## config.mk

```make
export PLATFORM = sky130hd
export DESIGN_NAME = afc_sar_controller
export DESIGN_NICKNAME = d
export VERILOG_FILES = /design/src/rtl/afc_pkg.sv /design/src/rtl/afc_freq_counter.sv /design/src/rtl/afc_sar_controller.sv
export SDC_FILE = /design/constraint.sdc
export NUM_CORES = 1
export LEC_CHECK = 0
export ABC_AREA = 1
export CAP_MARGIN = 10
export CORE_MARGIN = 2
export CORE_UTILIZATION = 45
export CTS_BUF_LIST = sky130_fd_sc_hd__clkbuf_8 sky130_fd_sc_hd__clkbuf_16
export DETAILED_ROUTE_END_ITERATION = 10
export PLACE_DENSITY = 0.68
export SLEW_MARGIN = 20
export SYNTH_ARGS = -nofsm -noshare
export SYNTH_HDL_FRONTEND = slang
export SYNTH_SLANG_ARGS = --single-unit
```

## constraint.sdc

```tcl
create_clock -name clk -period 1.9 [get_ports clk]
set_clock_uncertainty 0.15 [all_clocks]
set_input_delay 0.285 -clock clk [delete_from_list [all_inputs] [get_ports clk]]
set_output_delay 0.285 -clock clk [all_outputs]
set_load 0.02 [all_outputs]
```

## src/rtl/afc_pkg.sv

```systemverilog
// Shared types and constants for the VCO automatic frequency calibration block.
package afc_pkg;

  localparam int CAP_CODE_W = 9;
  localparam logic [CAP_CODE_W-1:0] CAP_CODE_RST = 9'h100;
  // Bit index register width; must hold CAP_CODE_W-1.
  localparam int IDX_W = 4;

  typedef enum logic [2:0] {
    ST_IDLE    = 3'd0,
    ST_SETTLE  = 3'd1,
    ST_MEASURE = 3'd2,
    ST_DECIDE  = 3'd3,
    ST_HOLD    = 3'd4
  } afc_state_e;

endpackage

```

## src/rtl/afc_freq_counter.sv

```systemverilog
// Phase cycle counter (settle / measurement window / hold) plus a saturating
// counter of divided-VCO ticks seen while measurement is enabled.
module afc_freq_counter #(
  parameter int CYC_W = 9,
  parameter int CNT_W = 12
) (
  input  logic             clk,
  input  logic             rstn,
  input  logic             clear,
  input  logic [CYC_W-1:0] period,
  input  logic             tick_clear,
  input  logic             measure_en,
  input  logic             vco_tick,
  output logic             window_end,
  output logic [CNT_W-1:0] tick_count
);

  logic [CYC_W-1:0] cyc_cnt;

  // Last cycle of the current phase; the caller clears on it.
  assign window_end = (cyc_cnt == (period - 1'b1));

  // Phase cycle counter, restarted by the controller at every phase boundary.
  always_ff @(posedge clk or negedge rstn) begin
    if (!rstn) begin
      cyc_cnt <= '0;
    end else if (clear) begin
      cyc_cnt <= '0;
    end else begin
      cyc_cnt <= cyc_cnt + 1'b1;
    end
  end

  // Tick counter: saturates at all-ones so a very fast VCO never wraps to a small count.
  always_ff @(posedge clk or negedge rstn) begin
    if (!rstn) begin
      tick_count <= '0;
    end else if (tick_clear) begin
      tick_count <= '0;
    end else if (measure_en && vco_tick && (tick_count != {CNT_W{1'b1}})) begin
      tick_count <= tick_count + 1'b1;
    end
  end

endmodule

```

## src/rtl/afc_sar_controller.sv

```systemverilog
// Successive-approximation search of the VCO capacitor code. Each bit is
// trialled as 1, the VCO settles, ticks are counted over one window, and the
// bit is kept when the VCO runs faster than the target (larger code = slower).
// Request handshake: afc_start and load_manual are single-cycle requests with
// no backpressure; they are accepted only while the FSM is in IDLE (afc_busy
// low) and silently dropped otherwise. Start has priority over manual load.
module afc_sar_controller
  import afc_pkg::*;
#(
  parameter int SETTLE_LEN = 64,
  parameter int WINDOW_LEN = 256,
  parameter int HOLD_LEN   = 8,
  parameter int CNT_W      = 12
) (
  input  logic                  clk,
  input  logic                  rstn,
  input  logic                  afc_start,
  input  logic                  afc_mode_cfg,
  input  logic [CNT_W-1:0]      target_count,
  input  logic                  vco_tick,
  input  logic                  load_manual,
  input  logic [CAP_CODE_W-1:0] manual_code,
  output logic [CAP_CODE_W-1:0] cap_code,
  output logic                  afc_busy,
  output logic                  afc_mode,
  output logic                  afc_done,
  output afc_state_e            dbg_state
);

  localparam int MAX_SW  = (SETTLE_LEN > WINDOW_LEN) ? SETTLE_LEN : WINDOW_LEN;
  localparam int PER_MAX = (MAX_SW > HOLD_LEN) ? MAX_SW : HOLD_LEN;
  localparam int CYC_W   = $clog2(PER_MAX + 1);

  afc_state_e            state, state_next;
  logic [CNT_W-1:0]      target_q;
  logic [IDX_W-1:0]      idx;
  logic [CAP_CODE_W-1:0] cap_code_q;
  logic                  busy_q, done_q, mode_q;

  logic [CYC_W-1:0]      period;
  logic                  window_end;
  logic [CNT_W-1:0]      tick_count;
  logic                  cyc_clear, tick_clear, measure_en;
  logic [CAP_CODE_W-1:0] bit_mask, next_mask, decided_code;
  logic                  vco_fast;

  assign cap_code  = cap_code_q;
  assign afc_busy  = busy_q;
  assign afc_done  = done_q;
  assign afc_mode  = mode_q;
  assign dbg_state = state;

  // Phase length for the cycle counter, selected by the current state.
  always_comb begin
    period = CYC_W'(SETTLE_LEN);
    case (state)
      ST_MEASURE: period = CYC_W'(WINDOW_LEN);
      ST_HOLD:    period = CYC_W'(HOLD_LEN);
      default:    ;
    endcase
  end

  assign cyc_clear  = (state == ST_IDLE) || (state == ST_DECIDE) || window_end;
  assign tick_clear = (state == ST_IDLE) || (state == ST_DECIDE);
  assign measure_en = (state == ST_MEASURE);

  afc_freq_counter #(
    .CYC_W (CYC_W),
    .CNT_W (CNT_W)
  ) u_freq_counter (
    .clk        (clk),
    .rstn       (rstn),
    .clear      (cyc_clear),
    .period     (period),
    .tick_clear (tick_clear),
    .measure_en (measure_en),
    .vco_tick   (vco_tick),
    .window_end (window_end),
    .tick_count (tick_count)
  );

  // SAR step: resolve the trial bit and arm the next lower one (none after bit 0).
  always_comb begin
    bit_mask     = {{(CAP_CODE_W-1){1'b0}}, 1'b1} << idx;
    next_mask    = bit_mask >> 1;
    vco_fast     = (tick_count > target_q);
    decided_code = (cap_code_q & ~bit_mask) | (vco_fast ? bit_mask : '0) | next_mask;
  end

  // FSM state register.
  always_ff @(posedge clk or negedge rstn) begin
    if (!rstn) begin
      state <= ST_IDLE;
    end else begin
      state <= state_next;
    end
  end

  // FSM next-state logic.
  always_comb begin
    state_next = state;
    case (state)
      ST_IDLE:    if (afc_start) state_next = ST_SETTLE;
      ST_SETTLE:  if (window_end) state_next = ST_MEASURE;
      ST_MEASURE: if (window_end) state_next = ST_DECIDE;
      ST_DECIDE:  state_next = (idx == '0) ? ST_HOLD : ST_SETTLE;
      ST_HOLD:    if (window_end) state_next = ST_IDLE;
      default:    state_next = ST_IDLE;
    endcase
  end

  // Code register, bit index, target latch and registered busy/done flags.
  always_ff @(posedge clk or negedge rstn) begin
    if (!rstn) begin
      cap_code_q <= CAP_CODE_RST;
      idx        <= '0;
      target_q   <= '0;
      busy_q     <= 1'b0;
      done_q     <= 1'b0;
    end else begin
      done_q <= 1'b0;
      case (state)
        ST_IDLE: begin
          if (afc_start) begin
            target_q   <= target_count;
            idx        <= IDX_W'(CAP_CODE_W - 1);
            cap_code_q <= CAP_CODE_RST;
            busy_q     <= 1'b1;
          end else if (load_manual) begin
            cap_code_q <= manual_code;
          end
        end
        ST_DECIDE: begin
          cap_code_q <= decided_code;
          if (idx != '0) idx <= idx - 1'b1;
        end
        ST_HOLD: begin
          if (window_end) begin
            busy_q <= 1'b0;
            done_q <= 1'b1;
          end
        end
        default: ;
      endcase
    end
  end

  // Mode bit is a plain one-cycle delay, independent of the FSM.
  always_ff @(posedge clk or negedge rstn) begin
    if (!rstn) begin
      mode_q <= 1'b0;
    end else begin
      mode_q <= afc_mode_cfg;
    end
  end

endmodule

```

==> results of run 1 <==
[power breakdown]
group          internal (mW)  total (mW)  switching (mW)
Combinational         0.0811       0.157          0.0762
Clock                  0.306       0.702           0.396
Sequential              1.13        1.14          0.0103
Total                   1.51        2.00           0.483
[cell usage in the layout (no fill, tap or decap), types with 11 or more instances in the layout]
| master | synthesis | layout |
|---|---|---|
| o21ai_0 | 26 | 23 |
| clkdlybuf4s50_1 | 0 | 37 |
| dfrtp_1 | 51 | 50 |
| nand2_1 | 105 | 102 |
| ha_1 | 19 | 17 |
| a21oi_1 | 18 | 16 |
| inv_1 | 48 | 48 |
| o21ai_1 | 13 | 16 |
| nor2_1 | 31 | 28 |
| nand3_1 | 19 | 18 |
| inv_2 | 11 | 11 |
| buf_4 | 0 | 17 |
[routing by layer]
layer | vias to the layer above | GRT usage [%] | share of wire (%)
met3 | 8 | 4.04 | 3.6
met2 | 38 | 30.9 | 48
met1 | 1295 | 25.8 | 47
li1 | 1401 | - | -
met4 | 0 | 5.92 | 1.3
met5 | - | 0 | 0
[logic make-up after synthesis]
| family | after synthesis | synth area share [%] |
|---|---|---|
| AOI/OAI and AO/OA | 74 | 13.6 |
| xor gates and xnor gates | 5 | 1.45 |
| adders and majority gates | 19 | 7.89 |
| buffers and inverters | 63 | 7.94 |
| DFF | 52 | 43.2 |
| and+or+nand+nor | 180 | 25.8 |
[path summary, 6_finish.rpt]
check                                                          from                                        to
min                                                    afc_mode_cfg                        afc_mode$_DFF_PN0_
max in group asynchronous                                      rstn                asynchronous set/reset pin
max reg2reg                u_freq_counter.tick_count[1]$_DFFE_PN0P_  u_freq_counter.tick_count[5]$_DFFE_PN0P_
min in group asynchronous                                      rstn                   target_q[5]$_DFFE_PN0P_
max                        u_freq_counter.tick_count[1]$_DFFE_PN0P_  u_freq_counter.tick_count[5]$_DFFE_PN0P_
min reg2reg                     u_freq_counter.cyc_cnt[0]$_DFF_PN0_       u_freq_counter.cyc_cnt[0]$_DFF_PN0_
[what timing repair did]
| item | 4_1_cts | 5_1_grt |
|---|---|---|
| endpoints found under the setup margin | 9 | 21 |
| endpoints found under the hold margin | 51 | 0 |
| pin swaps | 0 | 5 |
| hold buffers | 1 | 0 |
| gates cloned | 0 | 1 |
| resized for setup | 2 | 21 |
| setup buffers | 1 | 5 |
[sequential cells by signal, indices dropped and copies added (netlist names), named ones only]
name and cells:
target_q 12, u_freq_counter.tick_count 12, u_freq_counter.cyc_cnt 9, cap_code 8
idx 4, dbg_state 3, afc_busy 1, afc_done 1
afc_mode 1
[layout make-up]
cell class	count	area share [%]
clock inverters	2	0.454
clock buffers	6	2.14
repair buffers	61	15.2
multi-input cells	279	40.2
flip-flops and latches	52	33.8
inverters	59	5.73
well taps	77	2.49
[per-stage QoR]
| step | TNS, ns | hold slack [ns] | setup WS [ns] | std cells | power, mW |
|---|---|---|---|---|---|
| final | 0 | 0.249 | 0.0896 | 536 | 2.00 |
| after global routing | -0.169 | 0.240 | -0.0241 | 536 | 2.09 |
| after CTS | 0 | 0.242 | 0.000918 | 530 | 2.01 |
| after detailed placement | -0.133 | 0.152 | -0.0336 | 520 | 1.31 |
| after global placement | -0.00223 | 0.150 | -0.00223 | 520 | 1.31 |
| after floorplan | 0 | -0.161 | 0.132 | 393 | 1.21 |
[worst register-to-register path, delay by kind of cell, from the launching register on]
| family | cells | cell delay, ns |
|---|---|---|
| AOI/OAI and AO/OA | 1 | 0.15 |
| adders and majority gates | 1 | 0.18 |
| and+or+nand+nor | 8 | 0.85 |
| DFF | 1 | 0.37 |
==> flow_summary.ini, run 1 <==
[power_and_ir_drop]
cellLeakagePower_nw = 1.89
vdd.ir_drop.worst_v = 0.000285
power-per-cell-area_nw_per_um2 = 517

[clock_tree]
cts_buffers = 5
cts_tree = done
cts_root_buffer = clkbuf_8
clock_insertion_delay_worst_skew_ns = 0.32
clockBufferDepth = 2
worst_setup_hold_path_clk_slew_ns = 0.10
cts.sinks = 52
h-tree-depth = 2

[worst_setup_path]
endpoint_kind = flop
cp_top_family = simple AND/OR/NAND/NOR gates
cp_slowest_cell = dfrtp_1
arrival_ns = 1.87
worst-r2r-cell-count = 10
crit_cells = 10
worst_path_largest_cell_delay_ns = 0.37
critPathKind = flop to flop
cp.buffers_inverters = 0
worst-r2r-setup-slack_ns = 0.09
timing.critical_path.cells = ha_1 > nand2_1 > nor2_2 > nand2_1 > nor2_2 > nand2_2 > nand2_4 > nand2_4 > a21oi_1 > nor2_1
timing.critical_path.fanout_max = 9
cp.required_ns = 1.96
critPathLaunchType = flop

[worst_hold_path]
timing.hold.worst_path_depth = 1
min-delay-path-class = input port to flop

[synthesis]
synth_top_cells_by_count = nand2_1, dfrtp_1, inv_1
synth_async_sr_flop_share_pct = 100
ys_dominant_reg_cell = dfrtp_1
synth.yosys.seq_area_share_pct = 43.2
syn-num-nets = 439
synth_seq_cells = 52
yosys-top-cells-area = dfrtp_1, nand2_1, ha_1
post_synth_top_area_share_pct = 42.4
synthesis.area_um2 = 3010
post-synth-top-count-cell = nand2_1
synth_largest_area_cell = dfrtp_1
synth_enable_flop_cells = 0
postSynthCellCount = 393
syn_avg_cell_area_um2 = 7.66
synth_warnings = 0
synthDistinctLibCells = 34

[cells_and_area]
ff_latch_area_um2 = 1300
finalNetCount = 504
final_util_pct = 60.1
syn_to_final_growth_pct = 28.3
antenna_cells_inserted = 0
fillers = 591
final_layout_size_suffix_gt1_share_pct = 14.8
finish.instance_area_um2 = 3860
multiInputGateArea_um2 = 1550

[global_routing]
wire_length_of_the_first_global_routing_pass_um = 11300
antenna_found_initial = 0
globalRoute.totalOverflow = 0
via_count_of_the_first_global_routing_pass = 2491
grt_start_max_net_pins = 53
grtUsageTotal_pct = 19.1

[route]
detail_route.iter0.violations = 116
post-route-drc-count = 2
num_vias = 2742
drt-wirelength-per-cell_um = 12.6
detail_route.vias_per_cell = 5.12
drt_first_pass_iters = 7
wl_um = 6750
ant_nets = 0

[place]
detailedPlacementHpwl_um = 4900
place_congestion = 0.859
placedInstanceArea_um2 = 3620
place.port_buffers = 41

[floorplan]
die_height_um = 85.8
floorplan.core_area_um2 = 6420
die_width_um = 85.8
placement_rows = 29
floorplan.initialDensity_pct = 46.9
die_area_um2 = 7360
floorplan.io_pins = 42

[sta]
worst-slew-pin-transition_ns = 0.397
period_share_pct = 95.3
slew_headroom_pct = 73.3
max_freq_ghz = 0.552
final_period_minus_worst_setup_slack_ns = 1.81
final_hold_viol_count = 0
grt_setup_unrepaired = true
slew_violations = 0
final-setup-viol-count = 0

[outcome]
violations = DRC
result_of_the_run = finished, violations left

[flow_run]
drv_cap = 0
Power figures use the tool's default switching activity.
==> inputs of run 2 (changes only) <==
CTS_BUF_LIST = unset   (was sky130_fd_sc_hd__clkbuf_8 sky130_fd_sc_hd__clkbuf_16)
PLACE_DENSITY = 0.7   (was 0.68)
TNS_END_PERCENT = 30   (was unset)
clock period = 1.5 ns   (was 1.9 ns; I/O delays follow)
==> flow_summary.ini, run 2 (synthesized netlist as in run 1, its figures left out) <==
[worst_setup_path]
worst-r2r-setup-slack_ns = -0.28
timing.critical_path.fanout_max = 8
worst_path_largest_cell_delay_ns = 0.42
crit-reg2reg-capture = cap_code[3]$_DFFE_PN0P_
cp.required_ns = 1.54
cp.buffers_inverters = 2
worstReg2RegStart = u_freq_counter.tick_count[0]$_DFFE_PN0P_
cp_top_family = simple AND/OR/NAND/NOR gates
cp_slowest_cell = dfrtp_1
critPathLaunchType = flop
worst-r2r-cell-count = 10
arrival_ns = 1.82
endpoint_kind = flop
timing.critical_path.mode_cell = nand2_2
timing.critical_path.cells = buf_6 > inv_2 > ha_4 > nand2_2 > nor3_2 > nand2_2 > nand2_4 > nand2_2 > nand2_2 > a21oi_2
critPathKind = flop to flop

[route]
drt-wirelength-per-cell_um = 13.4
detail_route.iter0.violations = 153
ant_nets = 0
wl_um = 7960
num_vias = 3022
detail_route.vias_per_cell = 5.09
drt_first_pass_iters = 10
post-route-drc-count = 4

[power_and_ir_drop]
total_power_mw = 2.49
cellLeakagePower_nw = 2.21
vdd.ir_drop.worst_v = 0.000618
power-per-cell-area_nw_per_um2 = 542

[outcome]
result_of_the_run = finished, violations left
violations = DRC, setup timing

[clock_tree]
cts_root_buffer = clkbuf_8
worst_setup_hold_path_clk_slew_ns = 0.11
cts.sinks = 52
cts_tree = done
h-tree-depth = 2
clock_insertion_delay_worst_skew_ns = 0.31
cts_buffers = 5
clockBufferDepth = 2

[sta]
slew_violations = 0
grt_setup_unrepaired = true
worst-slew-pin-transition_ns = 0.398
setup_total_negative_slack_ns = -5.69
final_period_minus_worst_setup_slack_ns = 1.78
slew_headroom_pct = 73.3
setup_slack_of_the_critical_path_after_layout_ns = -0.282
fin_hold_ws_ns = 0.195
final_hold_viol_count = 0
max_freq_ghz = 0.561
final-setup-viol-count = 41
period_share_pct = 119

[floorplan]
die_height_um = 85.8
floorplan.io_pins = 42
die_area_um2 = 7360
floorplan.initialDensity_pct = 46.9
die_width_um = 85.8
floorplan.core_area_um2 = 6420
placement_rows = 29

[cells_and_area]
multiInputGateArea_um2 = 1870
final_layout_size_suffix_gt1_share_pct = 35.0
finalNetCount = 562
antenna_cells_inserted = 0
layout.cells.most_common = nand2_1
final_cell_mix = nand2_1, buf_4, dfrtp_1, inv_1
final_util_pct = 71.4
ff_latch_area_um2 = 1310
fillers = 492
largest_registers = target_q x12, u_freq_counter.tick_count x12, u_freq_counter.cyc_cnt x9
finish.instance_area_um2 = 4590
syn_to_final_growth_pct = 52.3

[place]
place_congestion = 0.882
place.port_buffers = 41
detailedPlacementHpwl_um = 5450
placedInstanceArea_um2 = 4080

[worst_hold_path]
timing.hold.worst_path_depth = 1
holdCritStartpoint = afc_mode_cfg
hold_path_end = afc_mode$_DFF_PN0_
min-delay-path-class = input port to flop

[global_routing]
wire_length_of_the_first_global_routing_pass_um = 13400
globalRoute.totalOverflow = 0
via_count_of_the_first_global_routing_pass = 2934
grt_start_max_net_pins = 53
grtUsageTotal_pct = 22.4
antenna_found_initial = 0

[flow_run]
drv_cap = 0
run 2: cell types whose count changed in the layout (fill, tap and decap cells not counted), sizes merged:
cell,before,now
buf,20,79
clkdlybuf4s15,0,1
clkdlybuf4s50,37,25
clkinv,0,1
clkinvlp,0,1
dlygate4sd2,1,12
dlymetal6s2s,2,0
inv,61,59
nand2,110,111
run 2: power breakdown:
| part | internal (mW) | total (mW) | switching, mW | leakage [nW] |
|---|---|---|---|---|
| Clock | 0.328 | 0.811 | 0.483 | 0.0412 |
| Sequential | 1.43 | 1.44 | 0.0148 | 0.645 |
| Combinational | 0.125 | 0.234 | 0.110 | 1.53 |
| Total | 1.88 | 2.49 | 0.607 | 2.21 |
run 2: repair_timing:
item	CTS	global route
endpoints found under the setup margin	66	53
buffers inserted	4	4
gates cloned	2	0
pin swaps	14	22
endpoints found under the hold margin	51	0
gates resized for setup	53	53
hold buffers	1	0
run 2: how the worst max path moves through the flow:
| stage | from | to | slack, ns | cells after the start |
|---|---|---|---|---|
| floorplan | u_freq_counter.tick_count[1]$_DFFE_PN0P_ | u_freq_counter.tick_count[2]$_DFFE_PN0P_ | -0.12 | 10 |
| CTS | u_freq_counter.tick_count[9]$_DFFE_PN0P_ | cap_code[7]$_DFFE_PN0P_ | -0.28 | 11 |
| global route | u_freq_counter.tick_count[7]$_DFFE_PN0P_ | cap_code[4]$_DFFE_PN0P_ | -0.37 | 9 |
| global placement | u_freq_counter.tick_count[9]$_DFFE_PN0P_ | cap_code[7]$_DFFE_PN0P_ | -0.30 | 9 |
| detailed placement | u_freq_counter.tick_count[9]$_DFFE_PN0P_ | cap_code[7]$_DFFE_PN0P_ | -0.36 | 9 |
| finish | u_freq_counter.tick_count[0]$_DFFE_PN0P_ | cap_code[3]$_DFFE_PN0P_ | -0.28 | 10 |
run 2: metal layers:
layer | up-vias | track usage (%) | routed length, um
li1 | 1528 | - | -
met1 | 1415 | 28.3 | 3520
met2 | 67 | 40.4 | 4060
met3 | 12 | 3.27 | 262
met4 | 0 | 5.63 | 114
met5 | - | 0 | 0
run 2: final cells by class:
class	instances	share of cell area [%]
clock inverters	2	0.273
well taps	77	2.10
inverters	59	4.94
repair buffers	118	21.8
multi-input cells	280	40.8
clock buffers	6	1.58
flip-flops and latches	52	28.5
run 2: through the flow:
| stage | setup slack [ns] | cells |
|---|---|---|
| after CTS | -0.276 | 590 |
| after global routing | -0.373 | 594 |
| after detailed placement | -0.361 | 575 |
| final | -0.282 | 594 |
| after floorplan | -0.123 | 393 |
| after global placement | -0.296 | 575 |
